[config.mk]
export PLATFORM = sky130hd
export DESIGN_NAME = cond_status_unit
export DESIGN_NICKNAME = d
export VERILOG_FILES = /design/src/rtl/cond_pkg.sv /design/src/rtl/cond_eval.sv /design/src/rtl/cond_status_unit.sv
export SDC_FILE = /design/constraint.sdc
export NUM_CORES = 1
export LEC_CHECK = 0
export CAP_MARGIN = 0
export CORE_ASPECT_RATIO = 0.9
export CORE_UTILIZATION = 49
export CTS_CLUSTER_SIZE = 40
export DETAILED_ROUTE_END_ITERATION = 10
export GPL_ROUTABILITY_DRIVEN = 0
export HOLD_SLACK_MARGIN = 0.05
export PLACE_DENSITY = 0.82
export SLEW_MARGIN = 20
export SYNTH_ARGS = -nofsm -noshare
export SYNTH_HDL_FRONTEND = slang
export SYNTH_SLANG_ARGS = --single-unit
[constraint.sdc]
create_clock -name clk -period 3.9 [get_ports clk]
set_clock_uncertainty 0.2 [all_clocks]
set_input_delay 0.975 -clock clk [delete_from_list [all_inputs] [get_ports clk]]
set_output_delay 0.975 -clock clk [all_outputs]
set_load 0.1 [all_outputs]
[src/rtl/cond_pkg.sv]
// Shared constants for the condition/status unit.
// Condition codes, NZCV flag positions and the flag merge helper.
package cond_pkg;

  localparam int NZCV_W = 4;

  localparam logic [3:0] COND_EQ = 4'h0;
  localparam logic [3:0] COND_NE = 4'h1;
  localparam logic [3:0] COND_CS = 4'h2;
  localparam logic [3:0] COND_CC = 4'h3;
  localparam logic [3:0] COND_MI = 4'h4;
  localparam logic [3:0] COND_PL = 4'h5;
  localparam logic [3:0] COND_VS = 4'h6;
  localparam logic [3:0] COND_VC = 4'h7;
  localparam logic [3:0] COND_HI = 4'h8;
  localparam logic [3:0] COND_LS = 4'h9;
  localparam logic [3:0] COND_GE = 4'hA;
  localparam logic [3:0] COND_LT = 4'hB;
  localparam logic [3:0] COND_GT = 4'hC;
  localparam logic [3:0] COND_LE = 4'hD;
  localparam logic [3:0] COND_AL = 4'hE;
  localparam logic [3:0] COND_NV = 4'hF;

  localparam int FLAG_N = 3;
  localparam int FLAG_Z = 2;
  localparam int FLAG_C = 1;
  localparam int FLAG_V = 0;

  function automatic logic [NZCV_W-1:0] merge_flags(
    input logic [NZCV_W-1:0] old_f,
    input logic [NZCV_W-1:0] new_f,
    input logic [NZCV_W-1:0] mask
  );
    return (old_f & ~mask) | (new_f & mask);
  endfunction

endpackage

[src/rtl/cond_eval.sv]
// Single-lane condition evaluator.
// Pure combinational lookup of the 4-bit condition against NZCV.
module cond_eval
  import cond_pkg::*;
(
  input  logic [3:0] cond,
  input  logic [3:0] nzcv,
  output logic       pass
);

  logic n, z, c, v;

  assign n = nzcv[FLAG_N];
  assign z = nzcv[FLAG_Z];
  assign c = nzcv[FLAG_C];
  assign v = nzcv[FLAG_V];

  always_comb begin
    pass = 1'b0;
    unique case (cond)
      COND_EQ: pass = z;
      COND_NE: pass = !z;
      COND_CS: pass = c;
      COND_CC: pass = !c;
      COND_MI: pass = n;
      COND_PL: pass = !n;
      COND_VS: pass = v;
      COND_VC: pass = !v;
      COND_HI: pass = c && !z;
      COND_LS: pass = !c || z;
      COND_GE: pass = (n == v);
      COND_LT: pass = (n != v);
      COND_GT: pass = !z && (n == v);
      COND_LE: pass = z || (n != v);
      COND_AL: pass = 1'b1;
      COND_NV: pass = 1'b0;
    endcase
  end

endmodule

[src/rtl/cond_status_unit.sv]
// Banked NZCV status plus multi-lane execute/squash decision.
// One-cycle registered decision, optional same-cycle flag forwarding.
module cond_status_unit
  import cond_pkg::*;
#(
  parameter int LANES = 1,
  parameter int CTX = 2,
  parameter int BYPASS = 1,
  parameter int CNT_W = 16,
  localparam int CTX_W = (CTX > 1) ? $clog2(CTX) : 1
) (
  input  logic               clk,
  input  logic               rst,
  input  logic               flush,
  input  logic               stall,
  input  logic               in_valid,
  input  logic [4*LANES-1:0] in_cond,
  input  logic [CTX_W-1:0]   in_ctx,
  input  logic               flag_we,
  input  logic [CTX_W-1:0]   flag_ctx,
  input  logic [3:0]         flag_mask,
  input  logic [3:0]         flag_in,
  output logic               out_valid,
  output logic [LANES-1:0]   out_exec,
  output logic [3:0]         status_out,
  output logic [CNT_W-1:0]   fail_count
);

  localparam int FW = $clog2(LANES + 1);

  logic [NZCV_W-1:0] bank [CTX];
  logic              wr_ok;
  logic              rd_ok;
  logic              bypass;
  logic [NZCV_W-1:0] stored;
  logic [NZCV_W-1:0] eval_f;
  logic [LANES-1:0]  pass;
  logic [FW-1:0]     fails;
  logic [CNT_W:0]    sum;
  logic [CNT_W-1:0]  cnt_next;

  assign wr_ok = 32'(flag_ctx) < CTX;
  assign rd_ok = 32'(in_ctx) < CTX;

  always_ff @(posedge clk or posedge rst) begin
    if (rst) begin
      for (int i = 0; i < CTX; i++) begin
        bank[i] <= '0;
      end
    end else if (flag_we && wr_ok) begin
      bank[flag_ctx] <= merge_flags(bank[flag_ctx], flag_in, flag_mask);
    end
  end

  assign stored = rd_ok ? bank[in_ctx] : '0;
  assign status_out = stored;

  // Out-of-range banks never forward: they always read as zero.
  assign bypass = (BYPASS != 0) && flag_we && wr_ok && rd_ok
                  && (flag_ctx == in_ctx);
  assign eval_f = bypass ? merge_flags(stored, flag_in, flag_mask)
                         : stored;

  for (genvar i = 0; i < LANES; i++) begin : g_lane
    cond_eval u_eval (
      .cond (in_cond[4*i +: 4]),
      .nzcv (eval_f),
      .pass (pass[i])
    );
  end

  always_comb begin
    fails = '0;
    for (int i = 0; i < LANES; i++) begin
      if (!pass[i]) fails = fails + 1'b1;
    end
  end

  assign sum = {1'b0, fail_count} + (CNT_W + 1)'(fails);
  assign cnt_next = sum[CNT_W] ? '1 : sum[CNT_W-1:0];

  always_ff @(posedge clk or posedge rst) begin
    if (rst) begin
      out_valid  <= 1'b0;
      out_exec   <= '0;
      fail_count <= '0;
    end else if (flush) begin
      out_valid <= 1'b0;
      out_exec  <= '0;
    end else if (!stall) begin
      out_valid <= in_valid;
      out_exec  <= in_valid ? pass : '0;
      if (in_valid) fail_count <= cnt_next;
    end
  end

endmodule
==> results.json <==
{
  "cts_buffers": 3,
  "power_frac_clock": 0.203,
  "min_path_type": "reg -> reg",
  "dr.pass1.iters": 4,
  "routed_via_density": 5.608,
  "dieArea_sq_um": 3584,
  "leakagePower_nw": 1.193,
  "clk_latency_ns": 0.27,
  "endpoint_kind": "flop",
  "clkTransAtPathRegs_ns": 0.09,
  "cts_hold_buf": 0,
  "area_growth_pct": 49.50,
  "irDropWorstVdd_uv": 446.9,
  "io_pins": 42,
  "synth.avg_cell_area_sq_um": 9.267,
  "vias": 1604,
  "die_x_microns": 62.99,
  "synth_top_cell_area_share": 0.3966,
  "startpoint_type": "input port",
  "cap_violations": 0,
  "path_class": "in -> reg",
  "swShare": 0.4282,
  "grt_max_degree": 27,
  "setup-tns-final_ns": 0,
  "slew_headroom": 0.3565,
  "post-route-min-period_ns": 3.798,
  "crit_path_end": "fail_count[14]$_DFFE_PP0P_",
  "antenna_cells": 0,
  "netlist_top_cells_area": "dfrtp_1, mux2_2, nand2_1, nand3_1, xor2_1",
  "row_count": 19,
  "synth_seq_cells": 26,
  "grt_usage": 0.2567,
  "r2r-start": "bank[7]$_DFFE_PP0P_",
  "r2r-end": "fail_count[14]$_DFFE_PP0P_",
  "ys_types": 48,
  "finalSetupViolCount": 0,
  "fillers": 202,
  "numPortBuffers": 41,
  "first_global_vias": 1607,
  "worst_pin_slew_ns": 0.9623,
  "wire_per_inst_microns": 16.08,
  "antenna_found_initial": 0,
  "area.sequential_sq_um": 650.6,
  "yosysWarnings": 0,
  "start_util": 0.5267,
  "p_comb_frac": 0.478,
  "r2r_cells": 14,
  "cp_max_fo": 4,
  "drive_above_1_share": 0.3730,
  "async_flop_share": 1.000,
  "required_ns": 3.86,
  "power_density_nw_per_um2": 449.3,
  "synth-main-ff-cell": "dfrtp_1",
  "r2r_slack_ns": 0.61,
  "cts_root_buf": "clkbuf_8",
  "grt_overflow": 0,
  "clock_path_buffers": 2,
  "cts-htree-levels": 1,
  "multi_input_area_sq_um": 1059,
  "coreArea_sq_um": 3114,
  "final_util": 0.7875,
  "ant_nets": 0,
  "yosysSeqAreaShare": 0.3966,
  "cts_tree": "built",
  "fmax_mhz": 263.3,
  "p_seq_frac": 0.320,
  "synth_nets": 199,
  "hpwl_mm": 3.090,
  "p_sw_mw": 0.4717,
  "fin_crit_sh": 0.9739,
  "synth_top_area_cell": "dfrtp_1",
  "crit_arrival_ns": 3.76,
  "fin_nets": 267,
  "die_y_microns": 56.89,
  "syn_area_sq_um": 1640,
  "whs_ns": 0.3231,
  "hold_violations": 0,
  "totalWireLength_mm": 4.600,
  "drv_slew": 0,
  "grt_pass1_wl_mm": 7.176,
  "p_int_mw": 0.6301,
  "syn_inst": 177,
  "clkSinkCount": 26,
  "synth-edff-count": 0,
  "outcome": "complete, no violations",
  "drc_errors": 0,
  "startpoint": "flag_mask[3]",
  "drt_iter0_drc": 67
}
## per-layer routing
layer	vias to the layer above	wire (microns)	global-route usage
met5	-	0	0
met4	0	132	0.07309
met3	14	233	0.05691
met2	65	2395	0.4747
met1	767	1839	0.2929
li1	758	-	-
## placed cells by master (no fill, tap or decap), types with 3 or more instances in the layout
cell type and instances:
and3_1 4, mux2_2 11, o21ai_1 4, xnor2_1 3, buf_4 43, a21o_1 4
nor2b_1 3, xor2_1 5, nor2_1 7, nand4_1 3, dfrtp_1 26, nand3b_1 3
nand3_1 10, nand2_1 33, nand3_2 3, clkdlybuf4s50_1 16, nand2b_1 4, buf_12 4
clkbuf_8 3
## cell type report
cell class | count | area share
Sequential cell | 26 | 0.2653
Inverter | 3 | 0.004592
Clock inverter | 1 | 0.01224
Timing Repair Buffer | 69 | 0.2480
Tap cell | 42 | 0.02143
Clock buffer | 3 | 0.01684
Multi-Input combinational cell | 142 | 0.4316
## through the flow
| stage | cell area (sq um) | std cells | total power [mW] | worst slack (ns) |
|---|---|---|---|---|
| CTS | 2401 | 284 | 1.080 | 0.01422 |
| global route | 2452 | 286 | 1.143 | -0.03514 |
| detailed placement | 2265 | 277 | 0.8422 | -0.5393 |
| global placement | 2265 | 277 | 0.8268 | -0.4200 |
| floorplan | 1675 | 177 | 0.6883 | -0.01360 |
| finish | 2452 | 286 | 1.102 | 0.1019 |
## cell usage after synthesis (3+ instances only)
| library cell | number |
|---|---|
| a21o_1 | 4 |
| nor2_1 | 8 |
| xor2_1 | 6 |
| nor2b_1 | 3 |
| inv_1 | 3 |
| xnor2_1 | 4 |
| nand2_1 | 35 |
| dfrtp_1 | 26 |
| and3_1 | 4 |
| nand3_1 | 12 |
| nand4_1 | 3 |
| nand2b_1 | 6 |
| nand3b_1 | 3 |
| o21ai_0 | 3 |
| mux2_2 | 13 |
## worst max-delay path: stages
cell and delay, ns:
clkdlybuf4s15_1 0.22, nand3_2 0.10, a32o_2 0.29, buf_4 0.16
a22oi_2 0.25, nand3_2 0.12, mux2_4 0.32, nor4_4 0.23
nand2b_4 0.18, ha_2 0.18, nand3_2 0.09, nor2_4 0.13
nand2_2 0.07, nor2_1 0.10, mux2_1 0.33
## kinds of logic after synthesis
logic type / after synthesis / synth area share
and+or+nand+nor: 90 / 0.2815
muxes: 17 / 0.1152
adders and majority gates: 2 / 0.01525
DFF: 26 / 0.3966
buffers and inverters: 9 / 0.02898
AOI/OAI and AO/OA: 23 / 0.1091
xor gates and xnor gates: 10 / 0.05339
## flip-flops by register name (all words and copies together) (netlist names)
name / cells
out_exec: 1
out_valid: 1
bank: 8
fail_count: 16
## worst min-delay path by stage
stage                         from             endpoint  cells past startpoint
5_1_grt        bank[7]$_DFFE_PP0P_  bank[7]$_DFFE_PP0P_                      1
6_report       bank[7]$_DFFE_PP0P_  bank[7]$_DFFE_PP0P_                      1
4_1_cts        bank[7]$_DFFE_PP0P_  bank[7]$_DFFE_PP0P_                      1
3_3_place_gp   bank[6]$_DFFE_PP0P_  bank[6]$_DFFE_PP0P_                      1
2_1_floorplan  bank[7]$_DFFE_PP0P_  bank[7]$_DFFE_PP0P_                      1
3_5_place_dp   bank[6]$_DFFE_PP0P_  bank[6]$_DFFE_PP0P_                      1
## what timing repair did
| item | in CTS | in global routing |
|---|---|---|
| pin swaps | 6 | 7 |
| endpoints found under the hold margin | 0 | 0 |
| gates resized for setup | 16 | 15 |
| cloned | 0 | 0 |
| setup buffers | 3 | 2 |
| setup endpoints to repair | 16 | 15 |
## power by group through the flow
stage	combinational, mW	clock (mW)	sequential (mW)
after global routing	0.550	0.237	0.357
after detailed placement	0.489	0	0.353
final	0.526	0.223	0.352
after floorplan	0.190	0	0.498
after CTS	0.506	0.225	0.349
after global placement	0.479	0	0.347
(Power assumes the default switching activity.)
